==> config.mk <==
export PLATFORM = sky130hd
export DESIGN_NAME = branch_target_buffer
export DESIGN_NICKNAME = d
export VERILOG_FILES = /design/src/rtl/branch_target_buffer.sv
export SDC_FILE = /design/constraint.sdc
export NUM_CORES = 1
export LEC_CHECK = 0
export CAP_MARGIN = 20
export CORE_MARGIN = 2
export CORE_UTILIZATION = 30
export DETAILED_ROUTE_END_ITERATION = 7
export DONT_BUFFER_PORTS = 1
export GPL_ROUTABILITY_DRIVEN = 0
export SYNTH_ARGS = -nofsm -noshare
export SYNTH_HDL_FRONTEND = slang
export SYNTH_SLANG_ARGS = --single-unit
==> constraint.sdc <==
create_clock -name clk -period 4.65 [get_ports clk]
set_input_delay 0 -clock clk [delete_from_list [all_inputs] [get_ports clk]]
set_output_delay 0 -clock clk [all_outputs]
set_load 0.02 [all_outputs]
==> src/rtl/branch_target_buffer.sv <==
// Two-way set-associative branch target buffer for the IF stage: combinational lookup
// of the fetch PC, training from write-back, and saturating lookup/hit counters.
module branch_target_buffer #(
  parameter int set_bits  = 3,
  parameter int cnt_width = 16
) (
  input  logic                 clk,
  input  logic                 reset,
  input  logic [15:0]          PC_if,
  input  logic                 lookup_valid,
  input  logic [15:0]          PC_wb,
  input  logic [15:0]          target_wb,
  input  logic                 update,
  input  logic                 enable,
  input  logic                 flush,
  output logic                 btb_hit,
  output logic [15:0]          btb_target,
  output logic [cnt_width-1:0] lookup_count,
  output logic [cnt_width-1:0] hit_count
);

  localparam int sets  = 1 << set_bits;
  localparam int tag_w = 15 - set_bits;

  typedef logic [set_bits-1:0] idx_t;
  typedef logic [tag_w-1:0]    tag_t;

  logic [sets-1:0][1:0] valid;
  logic [sets-1:0]      lru;         // names the least-recently-written way
  tag_t                 tag_mem    [sets][2];
  logic [15:0]          target_mem [sets][2];

  // The PC is word aligned, so bit 0 carries no information.
  logic unused_pc_lsb;
  assign unused_pc_lsb = PC_if[0] ^ PC_wb[0];

  idx_t idx_if, idx_wb;
  tag_t tag_if, tag_wb;
  assign idx_if = PC_if[set_bits:1];
  assign tag_if = PC_if[15:set_bits+1];
  assign idx_wb = PC_wb[set_bits:1];
  assign tag_wb = PC_wb[15:set_bits+1];

  logic [1:0] hit_if, hit_wb;
  logic       way_wb;
  logic       do_write;

  // NOTE: every always_comb output gets a default first so no path infers a latch.
  always_comb begin
    hit_if = '0;
    hit_wb = '0;
    for (int w = 0; w < 2; w++) begin
      hit_if[w] = valid[idx_if][w] && (tag_mem[idx_if][w] == tag_if);
      hit_wb[w] = valid[idx_wb][w] && (tag_mem[idx_wb][w] == tag_wb);
    end
  end

  assign btb_hit    = |hit_if;
  assign btb_target = hit_if[0] ? target_mem[idx_if][0] :
                      hit_if[1] ? target_mem[idx_if][1] : 16'h0000;

  // Retarget a matching way; else fill an invalid way (way 0 first); else evict LRU.
  always_comb begin
    way_wb = lru[idx_wb];
    if (hit_wb[0])             way_wb = 1'b0;
    else if (hit_wb[1])        way_wb = 1'b1;
    else if (!valid[idx_wb][0]) way_wb = 1'b0;
    else if (!valid[idx_wb][1]) way_wb = 1'b1;
  end

  assign do_write = update && enable && !flush;

  // NOTE: sequential state uses non-blocking assignments so every register samples pre-edge values.
  always_ff @(posedge clk or negedge reset) begin
    if (!reset) begin
      valid <= '0;
      lru   <= '0;
    end else if (flush) begin
      valid <= '0;
      lru   <= '0;
    end else if (do_write) begin
      valid[idx_wb][way_wb] <= 1'b1;
      lru[idx_wb]           <= ~way_wb;
    end
  end

  // NOTE: tag/target arrays are deliberately not reset; valid bits gate every use of them.
  always_ff @(posedge clk) begin
    if (do_write) begin
      tag_mem[idx_wb][way_wb]    <= tag_wb;
      target_mem[idx_wb][way_wb] <= target_wb;
    end
  end

  always_ff @(posedge clk or negedge reset) begin
    if (!reset) begin
      lookup_count <= '0;
      hit_count    <= '0;
    end else if (enable && lookup_valid) begin
      if (lookup_count != '1) lookup_count <= lookup_count + cnt_width'(1);
      if (btb_hit && hit_count != '1) hit_count <= hit_count + cnt_width'(1);
    end
  end

endmodule

==> impl_metrics.tcl, run 1 <==
set metrics [dict create \
    finalCriticalPeriod_ps 3940 \
    area.growth.synth_to_final_pct 16.2 \
    drtPass1Iterations 6 \
    fin_nets 1434 \
    dpl.hpwl_um 34600 \
    crit_type "in2reg" \
    cts.repair.resized 0 \
    clock_transition_at_path_regs_ps 60 \
    postRouteAntennaNets 0 \
    cap_viol_max_count 0 \
    synth-async-reset-ratio 0.111 \
    synth_edf_count 448 \
    power_frac_clock 0.429 \
    postCtsSetupBuffers 0 \
    grt_max_degree 121 \
    antenna_violations_before_repair 3 \
    io_buffers 0 \
    initial_utilization 0.304 \
    route.vias.total 12818 \
    worst_setup_skew_after_layout_ps 49.0 \
    yosys.cell_types.count 63 \
    grt_pass1_vias 13104 \
    drive_above_1_share 0.219 \
    synth_cells 1295 \
    sequential_cell_area_um2 14900 \
    numCtsBuffers 54 \
    synth_seq_area_share 0.666 \
    io_pins 103 \
    post_synth_instance_area_um2 22300 \
    switching_share 0.224 \
    synthesis.yosys.warnings 0 \
    pwr_density_cell_nw_per_um2 378 \
    post_drt_wl_per_cell_um 25.6 \
    total_switching_power_mw 2.20 \
    holdBufCountCts 49 \
    track_usage 0.157 \
    cts.root.buffer_cell "clkbuf_16" \
    crit_path_end_kind "register" \
    die_y_um 277 \
    nFillCells 6942 \
    final-setup-viol-count 0 \
    netlist.area_leader.share 0.603 \
    die_w_um 277 \
    setup_total_negative_slack_ps 0 \
    power.sequential.fraction 0.516 \
    tritoncts "built" \
    drt_drc_violations_left 0 \
    yosys_most_used_dff "edfxtp_1" \
    internal_power_mw 7.59 \
    power_leakage_nw 8.76 \
    combinational_share_of_power 0.055 \
    tightestPinTransition_ps 929 \
    yosysTopAreaCell "edfxtp_1" \
    cts_num_sinks 504 \
    timing.hold.worst.class "in2async" \
    clock_h_tree_levels 2 \
    clkLatencyLatePin_ps 620 \
    core.rowCount 99 \
    layout_worst_path_cycle_share 0.847 \
    post_dp_cell_area_um2 23700 \
    crit_arrival_ps 4400 \
    gr-total-overflow 0 \
    crit_path_start_kind "primary input" \
    hold_viol_final 0 \
    worst_supply_voltage_drop_on_vdd_v 0.000333 \
    drt-initial-drc-count 1351 \
    syn-num-nets 1351 \
    cts_buffer_depth 3 \
    most_numerous_cell_in_the_yosys_netlist "edfxtp_1" \
    dieArea_um2 76500 \
    crit_fanout 38 \
    netlist_top_cells_count "edfxtp_1, mux4_2, mux2i_1" \
    result_of_the_run "finished clean" \
    post-route-cell-area_um2 25900 \
    internal_reg_to_reg_setup_slack_ps 760 \
    final_max_slew_viol_count 0 \
    count_of_state_elements_after_synthesis 504 \
    via_per_inst 5.38 \
    multi_input_area_um2 7050 \
    average_footprint_of_a_synthesized_cell_um2 17.2 \
    timing.max_slew.rel_slack 0.381 \
    totalPowerFinal_mw 9.78 \
    achievable-frequency_mhz 254 \
    wirelength_um 61000 \
    coreArea_um2 73300 \
    cp.required_ps 5110 \
    synth.area.top_cells "edfxtp_1, mux4_2, dfrtp_1" \
    rsz0062_at_grt "no" \
    grt_pass1_wl_um 89700 \
]
[power by group through the flow]
stage	combinational, mW	clock, mW	sequential, mW
after floorplan	0.410	0	5.13
after global placement	0.422	0	5.14
after detailed placement	0.428	0	5.14
after CTS	0.539	4.29	5.05
after global routing	0.580	4.46	5.05
final	0.541	4.20	5.05
[sequential cells by signal, summed over array words and instances (netlist names)]
| signal | cells |
|---|---|
| hit_count | 16 |
| lookup_count | 16 |
| lru | 8 |
| target_mem | 256 |
| tag_mem | 192 |
| valid | 16 |
[per-stage QoR]
step / setup WS (ps) / std cells / hold slack, ps / utilization
finish: 710 / 2381 / 53.9 / 0.353
global route: 582 / 2381 / 83.2 / 0.353
CTS: 761 / 2380 / 47.0 / 0.353
detailed placement: 844 / 2232 / -292 / 0.323
global placement: 866 / 2232 / -293 / 0.323
floorplan: 923 / 1295 / -296 / -
[layout by cell type, fill, tap and decap left out, types with 13 or more instances in the layout]
master,count
edfxtp_1,448
mux4_2,110
mux2i_1,109
dfrtp_1,56
clkbuf_16,55
nand2_1,53
dlygate4sd3_1,47
buf_4,44
mux2_2,35
xnor2_1,34
nand3_1,33
xor2_1,32
a22oi_1,24
o21ai_0,24
a221oi_1,22
a21oi_1,22
nor2_1,19
or3_1,18
nand4_1,14
nor2b_1,13
[logic make-up after synthesis]
group,share of synthesized area
flops,0.666
mux,0.178
simple gates,0.0558
compound gates,0.0526
buf+inv,0.0207
xor+xnor,0.0259
fa+ha+maj,0.00112
[worst max-delay path, cell delays in order]
cell and delay (ps):
dlygate4sd3_1 680, nor2_2 520, buf_4 280, a221oi_1 110
xor2_1 170, or4_1 400, or4_1 590, a22oi_2 360
buf_4 490, a311oi_1 170, dlygate4sd3_1 580
[final cells by class]
cell class	instances	area share
Tap cell	959	0.0463
Inverter	10	0.00145
Timing Repair Buffer	102	0.0400
Clock buffer	67	0.0549
Clock inverter	32	0.0116
Antenna cell	1	0.0000966
Multi-Input combinational cell	706	0.272
Sequential cell	504	0.573
[path summary, 6_finish.rpt]
check | end | startpoint | cells after the start
max | lru[4] | PC_wb[2] | 11
min | hit_count[10] | reset | 3
max reg2reg | lru[4] | tag_mem[5][5] | 10
min reg2reg | valid[8] | valid[8] | 1
max in group asynchronous | lru[3] | reset | 3
min in group clk | tag_mem[0][2] | PC_wb[3] | 3
[layer usage]
metal  up-vias  GRT usage  routed length, µm  part of all wire
li1       5453          -                  -                 -
met5         -          0                 13           0.00021
met1      6757      0.216              25800              0.42
met3        82     0.0443               5640             0.092
met2       524      0.246              28300              0.46
met4         2     0.0390               1260             0.021
No activity file was read; power rests on OpenSTA's default activity.
==> run 2: changes to the inputs <==
==> constraint.sdc (replaced) <==
create_clock -name clk -period 3.2 [get_ports clk]
set_input_delay 0 -clock clk [delete_from_list [all_inputs] [get_ports clk]]
set_output_delay 0 -clock clk [all_outputs]
set_load 0.02 [all_outputs]
==> run 2 against run 1 <==
The run now ends with negative setup slack left. Core utilization increased by 2.9 points. Non-clock buffer count is 96 higher. Total power rose by 45%. Critical path depth decreased by 2. Clock power up 41%. Die area stayed put. Sequential power up 45%.
==> impl_metrics.tcl, run 2 (synthesis results as in run 1) <==
set metrics [dict create \
    core.rowCount 99 \
    track_usage 0.171 \
    post_drt_wl_per_cell_um 27.3 \
    tritoncts "built" \
    largest_register_ffs 256 \
    violations "negative setup slack" \
    coreArea_um2 73300 \
    tightestPinTransition_ps 857 \
    pwr_density_cell_nw_per_um2 507 \
    critPathMaxStageDelay_ps 520 \
    slowest_stage "mux4_2" \
    post_dp_cell_area_um2 24200 \
    crit_arrival_ps 3440 \
    cp.required_ps 3200 \
    io_buffers 0 \
    path_cells "mux4_2, mux2i_4, xor2_2, nand3b_1, or3_4, buf_12, or3_1, o21ai_2, buf_6" \
    antenna_violations_before_repair 2 \
    die_y_um 277 \
    crit_type "reg2out" \
    switching_share 0.222 \
    timing.hold.worst.class "in2async" \
    die_w_um 277 \
    registers.top_by_ff_count "target_mem" \
    final-setup-viol-count 486 \
    power_leakage_nw 9.59 \
    route.vias.total 13578 \
    hold_viol_final 0 \
    layout_worst_path_cycle_share 1.07 \
    top_metal_layer_carrying_routed_signals "met4" \
    layout_common_cells "edfxtp_1, mux4_2, mux2i_1" \
    numCtsBuffers 52 \
    clock_transition_at_path_regs_ps 70 \
    cts_buffer_depth 3 \
    setup_ws_ps -239 \
    placement.setup.worst_slack_ps -132 \
    drive_above_1_share 0.303 \
    post-route-cell-area_um2 28000 \
    totalPowerFinal_mw 14.2 \
    finalCriticalPeriod_ps 3440 \
    grt_pass1_wl_um 96800 \
    internal_power_mw 11.0 \
    gr-total-overflow 0 \
    via_per_inst 5.49 \
    fin_worst_hold_slack_ps 34.0 \
    grt_pass1_vias 13638 \
    cts.root.buffer_cell "clkbuf_16" \
    initial_utilization 0.304 \
    crit_path_start_kind "register" \
    combinational_share_of_power 0.064 \
    rsz0062_at_grt "yes" \
    timing.max_slew.rel_slack 0.429 \
    reg_top3 "target_mem x256, tag_mem x192" \
    crit_fanout 18 \
    met2_length_um 31800 \
    io_pins 103 \
    final_max_slew_viol_count 0 \
    clock_h_tree_levels 2 \
    crit_path_end_kind "output port" \
    critical-path-top-delay-family "simple AND/OR/NAND/NOR gates" \
    drt-initial-drc-count 1520 \
    dpl.hpwl_um 37600 \
    power.sequential.fraction 0.517 \
    clkLatencyLatePin_ps 630 \
    cts_num_sinks 504 \
    finish.cell_count_without_fillers 2475 \
    met3_length_um 5990 \
    drt_drc_violations_left 0 \
    achievable-frequency_mhz 291 \
    path_buf_inv 2 \
    fin_nets 1528 \
    finalCoreUtilization 0.382 \
    setup_total_negative_slack_ps -37200 \
    area.growth.synth_to_final_pct 25.6 \
    worst_setup_skew_after_layout_ps 59.3 \
    grt_max_degree 121 \
    postRouteAntennaNets 0 \
    result_of_the_run "finished with violations" \
    cap_viol_max_count 0 \
    dp.cells 2269 \
    route.layer.met1.wl_um 28300 \
    power_frac_clock 0.419 \
    wirelength_um 67700 \
    worst_supply_voltage_drop_on_vdd_v 0.000497 \
    total_switching_power_mw 3.16 \
    drtPass1Iterations 7 \
    dieArea_um2 76500 \
    most_common_cell_after_layout_fill_and_taps_aside "edfxtp_1" \
]
-- run 2: cell count changes in the layout (fill, tap and decap cells not counted), moves of 10 or more --
cell	previous run	this run
buf_12	9	35
buf_16	2	17
buf_6	0	41
buf_8	0	12
clkbuf_16	55	65
o21ai_0	24	8
o21ai_2	0	12
-- run 2: cell type report --
| type | count | area (µm²) |
|---|---|---|
| diodes | 3 | 7.51 |
| clock buffers | 67 | 1410 |
| clock inverters | 28 | 254 |
| fillers | 6687 | 45300 |
| inverters | 10 | 37.5 |
| multi-input cells | 706 | 7430 |
| flip-flops and latches | 504 | 14900 |
| well taps | 959 | 1200 |
| repair buffers | 198 | 2810 |
-- run 2: power groups by stage --
stage	registers [mW]	logic, mW	clock network [mW]
2_1_floorplan	7.45	0.598	0
3_3_place_gp	7.47	0.651	0
3_5_place_dp	7.47	0.658	0
4_1_cts	7.34	0.877	6.04
5_1_grt	7.34	0.969	6.29
6_report	7.34	0.908	5.94
-- run 2: final timing paths --
| path | startpoint | end | slack [ps] | cells past startpoint |
|---|---|---|---|---|
| max in group asynchronous | reset | valid[2] | 2870 | 3 |
| min in group clk | update | valid[11] | 50 | 4 |
| setup reg to reg | tag_mem[7][7] | target_mem[1][20] | -180 | 13 |
| hold / removal | reset | hit_count[6] | 30 | 3 |
| hold reg to reg | valid[13] | valid[13] | 520 | 1 |
| setup / recovery | tag_mem[7][7] | btb_target[12] | -240 | 9 |
-- run 2: layer usage --
layer,track usage,vias up
li1,-,5669
met1,0.236,7105
met2,0.274,693
met3,0.0360,111
met4,0.0458,0
met5,0,-
-- run 2: tightest hold or removal path, stage by stage --
cell and delay [ps]:
dlygate4sd3_1 630, buf_16 140, buf_16 250
-- run 2: timing repair --
action / CTS / global route
setup buffers: 34 / 5
gates cloned: 29 / 12
hold buffers: 44 / 0
setup endpoints to repair: 484 / 491
gates resized for setup: 118 / 66
pin swaps: 12 / 22
endpoints found under the hold margin: 608 / 0
